===== src/rtl/rotate_pkg.sv =====
// rtl/rotate_pkg.sv - shared widths, direction codes and request record for the rotate arbiter
package rotate_pkg;

    localparam int DATA_W = 8;
    localparam int AMT_W  = 3;

    localparam logic DIR_LEFT  = 1'b0;
    localparam logic DIR_RIGHT = 1'b1;

    typedef struct packed {
        logic [DATA_W-1:0] data;
        logic [AMT_W-1:0]  amt;
        logic              dir;
    } rot_req_t;

endpackage


===== src/rtl/rotate8_lr.sv =====
// rtl/rotate8_lr.sv - combinational 8-bit left/right rotator built from 1/2/4 log stages
module rotate8_lr
    import rotate_pkg::*;
(
    input  logic [DATA_W-1:0] a,
    input  logic [AMT_W-1:0]  amt,
    input  logic              dir,
    output logic [DATA_W-1:0] y
);

    logic [DATA_W-1:0] left_1, left_2, left_4;
    logic [DATA_W-1:0] right_1, right_2, right_4;

    assign left_1  = amt[0] ? {a[6:0], a[7]}             : a;
    assign left_2  = amt[1] ? {left_1[5:0], left_1[7:6]} : left_1;
    assign left_4  = amt[2] ? {left_2[3:0], left_2[7:4]} : left_2;

    assign right_1 = amt[0] ? {a[0], a[7:1]}               : a;
    assign right_2 = amt[1] ? {right_1[1:0], right_1[7:2]} : right_1;
    assign right_4 = amt[2] ? {right_2[3:0], right_2[7:4]} : right_2;

    assign y = (dir == DIR_RIGHT) ? right_4 : left_4;

endmodule


===== src/rtl/rotate_arbiter.sv =====
// rtl/rotate_arbiter.sv - two-requester round-robin front end for the shared rotator with a one-entry response slot
module rotate_arbiter
    import rotate_pkg::*;
#(
    parameter int CNT_W = 8
) (
    input  logic              clk,
    input  logic              reset_n,
    input  logic [1:0]        req_valid,
    output logic [1:0]        req_ready,
    input  logic [DATA_W-1:0] req0_data,
    input  logic [AMT_W-1:0]  req0_amt,
    input  logic              req0_dir,
    input  logic [DATA_W-1:0] req1_data,
    input  logic [AMT_W-1:0]  req1_amt,
    input  logic              req1_dir,
    output logic              rsp_valid,
    input  logic              rsp_ready,
    output logic [DATA_W-1:0] rsp_data,
    output logic              rsp_id,
    output logic [CNT_W-1:0]  gnt_cnt0,
    output logic [CNT_W-1:0]  gnt_cnt1
);

    rot_req_t          req0, req1, sel_req;
    logic [1:0]        grant;
    logic              can_accept;
    logic              gnt_id;
    logic              prio;
    logic [DATA_W-1:0] rot_y;

    assign req0 = {req0_data, req0_amt, req0_dir};
    assign req1 = {req1_data, req1_amt, req1_dir};

    // The slot may take a new entry when it is empty or being drained this cycle.
    always_comb begin
        grant      = 2'b00;
        can_accept = !rsp_valid || rsp_ready;
        if (reset_n && can_accept) begin
            case (req_valid)
                2'b01:   grant = 2'b01;
                2'b10:   grant = 2'b10;
                2'b11:   grant = prio ? 2'b10 : 2'b01;
                default: grant = 2'b00;
            endcase
        end
    end

    assign req_ready = grant;
    assign gnt_id    = grant[1];
    assign sel_req   = gnt_id ? req1 : req0;

    rotate8_lr u_rot (
        .a   (sel_req.data),
        .amt (sel_req.amt),
        .dir (sel_req.dir),
        .y   (rot_y)
    );

    always_ff @(posedge clk) begin
        if (!reset_n) begin
            rsp_valid <= 1'b0;
            rsp_data  <= '0;
            rsp_id    <= 1'b0;
            prio      <= 1'b0;
        end else if (|grant) begin
            rsp_valid <= 1'b1;
            rsp_data  <= rot_y;
            rsp_id    <= gnt_id;
            prio      <= ~gnt_id;
        end else if (rsp_ready) begin
            rsp_valid <= 1'b0;
        end
    end

    // Debug counters stick at all-ones rather than wrapping.
    always_ff @(posedge clk) begin
        if (!reset_n) begin
            gnt_cnt0 <= '0;
            gnt_cnt1 <= '0;
        end else begin
            if (grant[0] && (gnt_cnt0 != '1)) gnt_cnt0 <= gnt_cnt0 + CNT_W'(1);
            if (grant[1] && (gnt_cnt1 != '1)) gnt_cnt1 <= gnt_cnt1 + CNT_W'(1);
        end
    end

endmodule


===== config.mk =====
export PLATFORM = sky130hd
export DESIGN_NAME = rotate_arbiter
export DESIGN_NICKNAME = d
export VERILOG_FILES = /design/src/rtl/rotate_pkg.sv /design/src/rtl/rotate8_lr.sv /design/src/rtl/rotate_arbiter.sv
export SDC_FILE = /design/constraint.sdc
export NUM_CORES = 1
export LEC_CHECK = 0
export ABC_AREA = 1
export BUFFER_PORTS_ARGS = -buffer_cell sky130_fd_sc_hd__buf_4
export CAP_MARGIN = 20
export CORE_UTILIZATION = 51
export CTS_CLUSTER_DIAMETER = 30
export DETAILED_ROUTE_END_ITERATION = 8
export HOLD_SLACK_MARGIN = 0.08
export PLACE_DENSITY = 0.92
export SETUP_SLACK_MARGIN = 0.4
export SLEW_MARGIN = 10
export SYNTH_ARGS = -nofsm -noshare
export SYNTH_HDL_FRONTEND = slang
export SYNTH_SLANG_ARGS = --single-unit

===== constraint.sdc =====
create_clock -name clk -period 1.71 [get_ports clk]
set_input_delay 0.2565 -clock clk [delete_from_list [all_inputs] [get_ports clk]]
set_output_delay 0.2565 -clock clk [all_outputs]
set_load 0.01 [all_outputs]

==> run summary <==
outcome: complete, but fails checks
violated checks: design-rule violations, negative setup slack
fin crit period: 1980 ps
Final Worst Setup Slack: -275 ps
total power: 0.00187 W
clock latency on the worst-skew pair: 360 ps
leading area contributor after synthesis: dfxtp_1
Yosys cell types: 28
Seq/Total Area, Yosys: 0.292
Tot GR Track Use: 0.361
CORE AREA: 3420 sq um
Synth top area share: 0.292
Worst-Margin Slew: 432 ps
initial antenna violation count: 0
clk_skew: 6.07 ps
syn nets: 329
GRT overflow: 0
CP required: 1990 ps
Post-Place Cells: 402
Post-route DRC: 100
HPWL Detailed: 3980 um
Slew HR: 0.712
Post-Syn Instances: 298
Total Nets Final: 416
TritonCTS clock tree: yes
fmax: 504 MHz
initial core utilization: 0.541
Routed WL: 10000 um
crit path max fanout: 11
die height: 62.2 um
Avg Cell Area, Syn: 6.21 sq um
vias in the first global route: 2559
H-tree depth: 1
critical path class: reg -> reg
via count: 3078
DP Worst Slack: -58.1 ps
final setup fails: 14
RSZ-0062 raised after global routing: yes
EDFF count, synth: 0
IO Pins: 57
die area: 3870 sq um
antenna-violating nets left: 0
fillcell total: 136
DR iter-0 viols: 783
Max IR drop VDD: 417 uV
final RePlAce weighted congestion: 0.891
leakage: 1.44 nW
final slew viol count: 0
placed inst area: 2450 sq um
FF-to-FF path depth: 10
DR vias/cell: 7.16
PwrDens: 605 nW/um^2
first-pass iteration count of the detailed router: 9
clk sinks: 27
Longest Clk Path Bufs: 2
CP Capture Type: register
design area: 3080 sq um
Setup crit start kind: register
Port Buffers: 56
first-pass GRT wire length: 11300 um
Main synth FF type: dfxtp_1
Layout Cells excl Fill: 430
Worst-path clk slew: 180 ps
Final Hold Vio Count: 0
Post-Synthesis Cell Area: 1850 sq um
Max Cap Violations: 0
period utilization: 1.16
TritonCTS buffer count: 3
hold buffers post-CTS: 0
WL/cell: 23.3 um
Syn. warnings: 0
worst hold path depth: 4
share of layout cells above drive strength 1: 0.513
largest net degree at the start of global routing: 21
Die X: 62.2 um
asr flop ratio synth: 0
post-layout util: 0.903
ant diodes: 0
FF+latch count, synth: 27
ranking of synthesized cells by area: dfxtp_1, nand3_1, nand2_1
FP Rows: 21
arrival time at the worst endpoint: 2260 ps
Area Growth Syn to Fin: 66.7%
root buf cell: clkbuf_4
Hold Path Class: in -> reg
## repair_timing
action                     in CTS  in global routing
hold endpoints to repair        0                  0
setup endpoints to repair      26                 26
setup buffers                  18                  6
resized for setup              44                 66
pin swaps                      10                 17
cloned                          0                  0
## Yosys cell counts (2+ instances only)
| cell type | count |
|---|---|
| o21ai_0 | 20 |
| ha_1 | 2 |
| nand2_2 | 3 |
| nor2_1 | 12 |
| nor3b_1 | 2 |
| buf_1 | 2 |
| inv_2 | 6 |
| dfxtp_1 | 27 |
| nand4_1 | 2 |
| nand2_1 | 64 |
| inv_1 | 19 |
| a21oi_1 | 22 |
| nor3_1 | 2 |
| nand3_1 | 95 |
| buf_2 | 7 |
## per-layer routing
layer	vias to the layer above	GRT usage	part of all wire
li1	1198	-	-
met1	1353	0.382	0.32
met2	378	0.636	0.43
met3	149	0.0919	0.14
met4	0	0.224	0.10
met5	-	0	0
## power breakdown
part           leakage (nW)  internal (W)  switching [W]
Sequential            0.227      0.000662      0.0000287
Combinational          1.19      0.000322       0.000514
Clock                0.0183     0.0000961       0.000244
Total                  1.44       0.00108       0.000786
## final timing paths
path | start | to | slack (ps)
min reg2reg | rsp_id$_SDFFE_PN0P_ | rsp_id$_SDFFE_PN0P_ | 560
max | rsp_valid$_SDFFE_PN0P_ | rsp_data[6]$_SDFFE_PN0P_ | -280
max reg2reg | rsp_valid$_SDFFE_PN0P_ | rsp_data[6]$_SDFFE_PN0P_ | -280
min | rsp_ready | rsp_valid$_SDFFE_PN0P_ | 200
## metrics by stage
step	setup TNS [ps]	hold slack (ps)
3_5_place_dp	-229	465
4_1_cts	0	195
2_1_floorplan	0	429
3_3_place_gp	-0.112	452
5_1_grt	-2480	216
6_report	-1920	199
## worst max-delay path, cell delays in order (launching register included)
cell and delay [ps]:
dfxtp_2 380, a21oi_4 190, nand2_4 140, nand2_1 140, nand2_1 160, nand2_1 240
nand3_1 190, nand3_1 160, nand3_1 120, nand2_1 110, a21oi_1 60
## state kept, by name, summed over array words and instances (netlist names)
| signal | flops |
|---|---|
| rsp_id | 1 |
| gnt_cnt1 | 8 |
| gnt_cnt0 | 8 |
| rsp_valid | 1 |
| prio | 1 |
| rsp_data | 8 |
## layout by cell type (no fill, tap or decap), types with 4 or more instances in the layout
| cell | Yosys | routed |
|---|---|---|
| buf_4 | 1 | 80 |
| nand3_1 | 95 | 69 |
| nand2_1 | 64 | 41 |
| nand3_2 | 0 | 25 |
| nand2_2 | 3 | 18 |
| inv_1 | 19 | 17 |
| dfxtp_1 | 27 | 15 |
| a21oi_1 | 22 | 13 |
| o21ai_0 | 20 | 12 |
| a21oi_2 | 0 | 9 |
| nand2_4 | 1 | 8 |
| dfxtp_2 | 0 | 8 |
| buf_6 | 1 | 8 |
| inv_2 | 6 | 5 |
| nor2_1 | 12 | 5 |
| o21ai_1 | 1 | 5 |
| nor2_4 | 0 | 4 |
| o21ai_2 | 1 | 4 |
| dfxtp_4 | 0 | 4 |
## cells by family after synthesis
| kind of cell | count (synthesis) | share of synthesized area |
|---|---|---|
| compound gates | 48 | 0.147 |
| xor+xnor | 1 | 0.00474 |
| fa+ha+maj | 2 | 0.0135 |
| buf+inv | 36 | 0.0839 |
| flops | 27 | 0.292 |
| simple gates | 184 | 0.459 |
## area by class of cell
class                           count  area (sq um)  area share
Multi-Input combinational cell    235          1540       0.498
Timing Repair Buffer               93           781       0.253
Sequential cell                    27           566       0.183
Inverter                           25           111      0.0361
Tap cell                           46          57.6      0.0187
Clock buffer                        3          22.5     0.00731
Clock inverter                      1          8.76     0.00284
Power figures use the tool's default switching activity.
